## src/rtl/i2s_tx.sv

```systemverilog
`default_nettype none
// ============================================================================
// Module   : i2s_tx
// Purpose  : Philips-I2S serial transmitter with a one-pair holding buffer.
// Revision : 1.0 - initial release
// ============================================================================
module i2s_tx #(
  parameter int DATA_WIDTH = 24,
  parameter int SLOT_WIDTH = 32
) (
  input  logic                  arstn_in,
  input  logic                  mclk_in,
  input  logic                  lrck_in,
  input  logic                  sclk_in,
  input  logic [DATA_WIDTH-1:0] left_in,
  input  logic [DATA_WIDTH-1:0] right_in,
  input  logic                  valid_in,
  output logic                  ready_out,
  output logic                  sdata_out,
  output logic                  underrun_out
);

  localparam int c_PAD_WIDTH = SLOT_WIDTH - DATA_WIDTH;

  logic                  r_sclk_q;
  logic                  r_lrck_q;
  logic                  r_full;
  logic [DATA_WIDTH-1:0] r_buf_left;
  logic [DATA_WIDTH-1:0] r_buf_right;
  logic [DATA_WIDTH-1:0] r_right_hold;
  logic [SLOT_WIDTH-1:0] r_shreg;
  logic                  r_sdata;
  logic                  r_underrun;

  logic w_fall;
  logic w_lrck_chg;
  logic w_frame_start;
  logic w_right_start;
  logic w_accept;

  // LRCK transitions only count when they line up with an SCLK falling edge.
  assign w_fall        = r_sclk_q & ~sclk_in;
  assign w_lrck_chg    = w_fall & (lrck_in != r_lrck_q);
  assign w_frame_start = w_lrck_chg & ~lrck_in;
  assign w_right_start = w_lrck_chg & lrck_in;
  assign w_accept      = valid_in & ~r_full;

  assign ready_out    = ~r_full;
  assign sdata_out    = r_sdata;
  assign underrun_out = r_underrun;

  always_ff @(posedge mclk_in or negedge arstn_in) begin
    if (!arstn_in) begin
      r_sclk_q <= 1'b0;
      r_lrck_q <= 1'b0;
    end else begin
      r_sclk_q <= sclk_in;
      r_lrck_q <= lrck_in;
    end
  end

  // Accept only happens while empty, so it never collides with a consuming frame start.
  always_ff @(posedge mclk_in or negedge arstn_in) begin
    if (!arstn_in) begin
      r_full      <= 1'b0;
      r_buf_left  <= '0;
      r_buf_right <= '0;
    end else if (w_accept) begin
      r_full      <= 1'b1;
      r_buf_left  <= left_in;
      r_buf_right <= right_in;
    end else if (w_frame_start) begin
      r_full <= 1'b0;
    end
  end

  always_ff @(posedge mclk_in or negedge arstn_in) begin
    if (!arstn_in) begin
      r_shreg      <= '0;
      r_right_hold <= '0;
    end else if (w_frame_start) begin
      if (r_full) begin
        r_shreg      <= {r_buf_left, {c_PAD_WIDTH{1'b0}}};
        r_right_hold <= r_buf_right;
      end else begin
        r_shreg      <= '0;
        r_right_hold <= '0;
      end
    end else if (w_right_start) begin
      r_shreg <= {r_right_hold, {c_PAD_WIDTH{1'b0}}};
    end else if (w_fall) begin
      r_shreg <= r_shreg << 1;
    end
  end

  // The slot-boundary fall emits the one-SCLK I2S delay bit.
  always_ff @(posedge mclk_in or negedge arstn_in) begin
    if (!arstn_in) begin
      r_sdata    <= 1'b0;
      r_underrun <= 1'b0;
    end else begin
      r_underrun <= w_frame_start & ~r_full;
      if (w_lrck_chg) begin
        r_sdata <= 1'b0;
      end else if (w_fall) begin
        r_sdata <= r_shreg[SLOT_WIDTH-1];
      end
    end
  end

endmodule
`default_nettype wire

```

## config.mk

```make
export PLATFORM = sky130hd
export DESIGN_NAME = i2s_tx
export DESIGN_NICKNAME = d
export VERILOG_FILES = /design/src/rtl/i2s_tx.sv
export SDC_FILE = /design/constraint.sdc
export NUM_CORES = 1
export LEC_CHECK = 0
export ABC_AREA = 0
export CORE_MARGIN = 1
export CORE_UTILIZATION = 49
export CTS_CLUSTER_SIZE = 14
export DETAILED_ROUTE_END_ITERATION = 6
export GPL_TIMING_DRIVEN = 0
export PLACE_DENSITY = 0.75
export RECOVER_POWER = 25
export SLEW_MARGIN = 25
export SYNTH_ARGS = -nofsm -noshare
export SYNTH_HDL_FRONTEND = slang
export SYNTH_SLANG_ARGS = --single-unit
```

## constraint.sdc

```tcl
create_clock -name mclk_in -period 1.49 [get_ports mclk_in]
set_clock_uncertainty 0.15 [all_clocks]
set_input_delay 0.298 -clock mclk_in [delete_from_list [all_inputs] [get_ports mclk_in]]
set_output_delay 0.298 -clock mclk_in [all_outputs]
set_load 0.02 [all_outputs]
```

# [After elaboration in Yosys (flattened, before gate mapping)]
# Cells that the tools add are included.
[word_totals] register_bits=109 elab_cells=31
[op_classes] eq_ne=1 mux=9 n_bitwise=9 n_reduce_logical=3
[ops] operator="two-way mux 32 bit" n=4
[ops] operator="two-way mux 24 bit" n=1
[ops] operator="AND 1 bit" n=6
[ops] operator="two-way mux 1 bit" n=4
[ops] operator="nonzero test 2 bit" n=2
[ops] operator="inverter 1 bit" n=3
[ops] operator="nonzero test 3 bit" n=1
[ops] operator="inequality test 1 bit" n=1

# [Depth between registers and ports, before layout]
[logic_depth] word_depth=6 mapped_depth=5

# [Worst setup path after synthesis]
# Ideal clock, no wire load.
[synth_timing] kind="reg-to-reg" start="register r_full" end="register r_buf_left[0]" setup_ps=125 arrival_ps=1246 required_ps=1215 setup_slack_ps=-31 stages_incl_launch_ff=6 n_path_buf=3 period_less_slack_ps=1521 path_cell_list="dfrtp_1 buf_4 nor2b_4 buf_6 buf_6 mux2_2"
[synth_between] elab_chain_cells=2
[synth_lines] item="start: declaration" line="27" rtl="logic r_full;"
[synth_lines] item="start signal: assignment" line="65" rtl="r_full <= 1'b0;"
[synth_lines] item="start signal: assignment" line="69" rtl="r_full <= 1'b1;"
[synth_lines] item="start signal: assignment" line="73" rtl="r_full <= 1'b0;"
[synth_lines] item="inverter 1 bit" line="46" rtl="assign w_accept = valid_in & ~r_full;"
[synth_lines] item="AND 1 bit" line="46"
[synth_lines] item="end signal: assignment" line="70" rtl="r_buf_left <= left_in;"
[synth_lines] item="end: declaration" line="28" rtl="logic [DATA_WIDTH-1:0] r_buf_left;"
# No other way between the ends.
# A chain may end at the register's enable or synchronous reset.

# [Worst setup path after layout]
[layout_timing] start="register r_full" end="register r_shreg[22]"
[layout_between] elab_chain_cells=2
[layout_lines] item="two-way mux 32 bit" line="82" rtl="if (r_full) begin"
[layout_lines] item="two-way mux 32 bit" line="81" rtl="end else if (w_frame_start) begin"
[layout_lines] item="end signal: assignment" line="83" rtl="r_shreg <= {r_buf_left, {c_PAD_WIDTH{1'b0}}};"
[layout_lines] item="end signal: assignment" line="90" rtl="r_shreg <= {r_right_hold, {c_PAD_WIDTH{1'b0}}};"
[layout_lines] item="end signal: assignment" line="92" rtl="r_shreg <= r_shreg << 1;"
[layout_lines] item="end: declaration" line="31" rtl="logic [SLOT_WIDTH-1:0] r_shreg;"
# No other way between the ends.

==> results.md <==
- Pwr/cell area: 1730 nW/µm²
- Reg2reg start: r_full$_DFFE_PN0P_
- Num CTS Buffers: 9
- GRT met3 Usage: 0.0678
- Placed wire-length estimate: 6330 µm
- Die X: 95.5 µm
- Sequential share of the synthesized area: 0.590
- Max Cap Violations: 0
- Reg2Reg Setup Slack: -200 ps
- Syn Area/Cell: 12.0 µm²
- Mean routed wirelength per cell: 19.3 µm
- Worst hold stages: 1
- CTS tree: done
- Routed WL: ~11000 µm
- Post-synth top flop: dfrtp_1
- Iter 0 DRT Violations: 173
- Die area: 9120 µm²
- Slew Viols, Final: 0
- Starting Density: 0.514
- Reg-to-Reg End: r_shreg[22]$_DFFE_PN0P_
- Initial antenna violation count: 0
- Area of the core: 8340 µm²
- Final setup fails: 70
- # nets final: 491
- Chip height: around 96 µm
- Worst Hold Class: primary input to flop
- Maximum vdd drop: 0.832 mV
- Failing checks: setup timing
- Kind of critical path: flop to flop
- I/O pin total: 56
- Grt ovf: 0
- Clock-pin slew on the worst setup and hold paths: 100 ps
- Total GRT Usage: 0.238
- CP startpoint: r_full$_DFFE_PN0P_
- Tot Pwr: 10.0 mW
- CTS H-Tree Depth: 3
- Std cell rows: 33
- Root buf cell: clkbuf_8
- GRT busiest layer: met2
- Number of global-route vias before repair: between 3000 and 4000
- Slew @ Worst Pin: around 570 ps
- DR vias: 3068
- CP max stage cell: dfrtp_1
- Mapped Area: between 4000 and 5000 µm²
- Data required, critical path: 1580 ps
- Max_slew headroom: 0.617
- Clock buffer depth: 2
- Share of cells above drive strength 1: 0.314
- Port Buffers: 55
- Setup_tns: -8850 ps
- Largest net degree at the start of global routing: 62
- Share of the synthesized area in the top cell type: 0.590
- M1 GR Usage: 0.328
- Critical Path End Type: flop
- Most common cell after layout, fill and taps aside: dfrtp_1
- Worst skew pair latency: 370 ps
- Final setup margin: -197 ps
- Period utilisation layout: 1.13
- Synthesized flop and latch total: 101
- Fmax: a little under 600 MHz
- Placed insts: 518
- Final Hold Fails: 0
- Final instance area: 5790 µm²
- Post-synth ARST share: 1.00
- Clock Sinks: 101
- Synth area leaders: dfrtp_1 (59%), mux2_2 (13%), a221oi_2 (7.0%), nand2_1 (6.4%), o21ai_0 (2.8%)
- Synth warn: 0
- Crit path time final: 1690 ps
- Drt pass-1 iters: 4
- Distinct cell type count after synthesis: 22
- Fin util: 0.695
- Area grow syn2layout: 35.3%
- Crit path to: r_shreg[22]$_DFFE_PN0P_
- Dpl cell area: 5000 µm²
- Worst Path Max Fanout: 10
- Outcome: finished, violations left
- Via density: between 5 and 6
- Data arrival time of the critical path: 1780 ps
- Post-synth EDFFs: 0
- Drt drc: 0
- Critical Path Max Stage Delay: just over 400 ps
- Post-Syn Nets: 410
- Global routing usage on met2: 0.366
- Reg2reg path depth: 6
- Post-DRT Antenna Nets: 0
- Type of element launching the critical path: flop
- Commonest non-fill, non-tap cells in the layout: dfrtp_1 (101), nand2_1 (73), clkdlybuf4s50_1 (50)
- Unrepaired setup endpoints after global routing: true
- N_diodes: 0
- Worst path cell trace: buf_4 > and3b_1 > buf_6 > buf_12 > a221oi_2 > a21oi_1
- P_leak: 2.60 nW
- Layout Cells excl Fill: about 550
- Final GP Congestion: 0.803
- Synth Instances: 357
- Leading area contributor after synthesis: dfrtp_1
- Global-route wire length before repair: 16000 µm
## how the worst min path moves through the flow
stage                           from                     endpoint  slack [ps]
2_1_floorplan               arstn_in    r_buf_left[0]$_DFFE_PN0P_        -150
3_3_place_gp   sdata_out$_DFFE_PN0P_        sdata_out$_DFFE_PN0P_         300
3_5_place_dp                arstn_in  r_buf_right[21]$_DFFE_PN0P_          80
4_1_cts                      lrck_in           r_lrck_q$_DFF_PN0_         140
5_1_grt                      lrck_in           r_lrck_q$_DFF_PN0_         160
6_report                     lrck_in           r_lrck_q$_DFF_PN0_         170
## cell families (layout without fill, tap and decap cells)
family                 after synthesis  after routing  share of synthesized area
AO/OA/AOI/OAI                       72             72                      0.135
AND/OR/NAND/NOR                    106            106                      0.100
buffers and inverters               29            115                     0.0450
XOR/XNOR                             1              1                    0.00380
multiplexers                        48             48                      0.126
flip-flops                         101            101                      0.590
## worst max-delay path: cells and delay by family, from the launching register on
kind,cells,cell delay (ps)
buffers and inverters,3,450
DFF,1,410
AOI/OAI and AO/OA,2,370
and+or+nand+nor,1,180
## layer usage
layer  part of all wire  wire (µm)
met3              0.054        569
met5                  0          0
met2               0.49       5210
met4              0.025        269
met1               0.43       4520
## synth_stat cells (2+ instances only)
| library cell | n |
|---|---|
| nor2_1 | 26 |
| buf_4 | 4 |
| nand2_1 | 73 |
| a221oi_2 | 20 |
| a221oi_1 | 4 |
| mux2_2 | 48 |
| o21ai_0 | 24 |
| a21oi_1 | 23 |
| dfrtp_1 | 101 |
| buf_2 | 12 |
| clkbuf_1 | 4 |
| nor2b_1 | 2 |
| buf_6 | 7 |
## registers in the layout, indices dropped and copies added, names as in the netlist
register,cells
r_lrck_q,1
r_right_hold,24
underrun_out,1
r_buf_right,24
r_sclk_q,1
r_full,1
r_shreg,24
sdata_out,1
r_buf_left,24
## what timing repair did
item / CTS / global route
buffers inserted: 9 / 4
cloned: 2 / 2
endpoints found under the setup margin: 91 / 79
endpoints found under the hold margin: 40 / 0
resized for setup: 76 / 40
hold buffers: 1 / 0
pin swaps: 13 / 8
## cell type report
| class | count | area (µm²) |
|---|---|---|
| fillers | 561 | 2550 |
| repair buffers | 73 | 826 |
| multi-input cells | 227 | 1900 |
| well taps | 105 | 131 |
| clock buffers | 11 | 131 |
| flip-flops and latches | 101 | 2530 |
| plain buffers | 25 | 229 |
| clock inverters | 5 | 43.8 |
| inverters | 1 | 3.75 |
## per-stage QoR
stage	hold WS [ps]	worst slack, ps
after global routing	157	-242
after CTS	143	-169
after floorplan	-148	-12.1
after global placement	301	-3700
final	166	-197
after detailed placement	80.6	-509
## where the power goes
| part | switching [mW] | leakage [nW] | internal [mW] |
|---|---|---|---|
| Combinational | 1.36 | 1.31 | 2.14 |
| Clock | 0.980 | 0.0825 | 0.633 |
| Sequential | 1.02 | 1.20 | 3.86 |
| Total | 3.36 | 2.60 | 6.64 |
(Power assumes the default switching activity.)
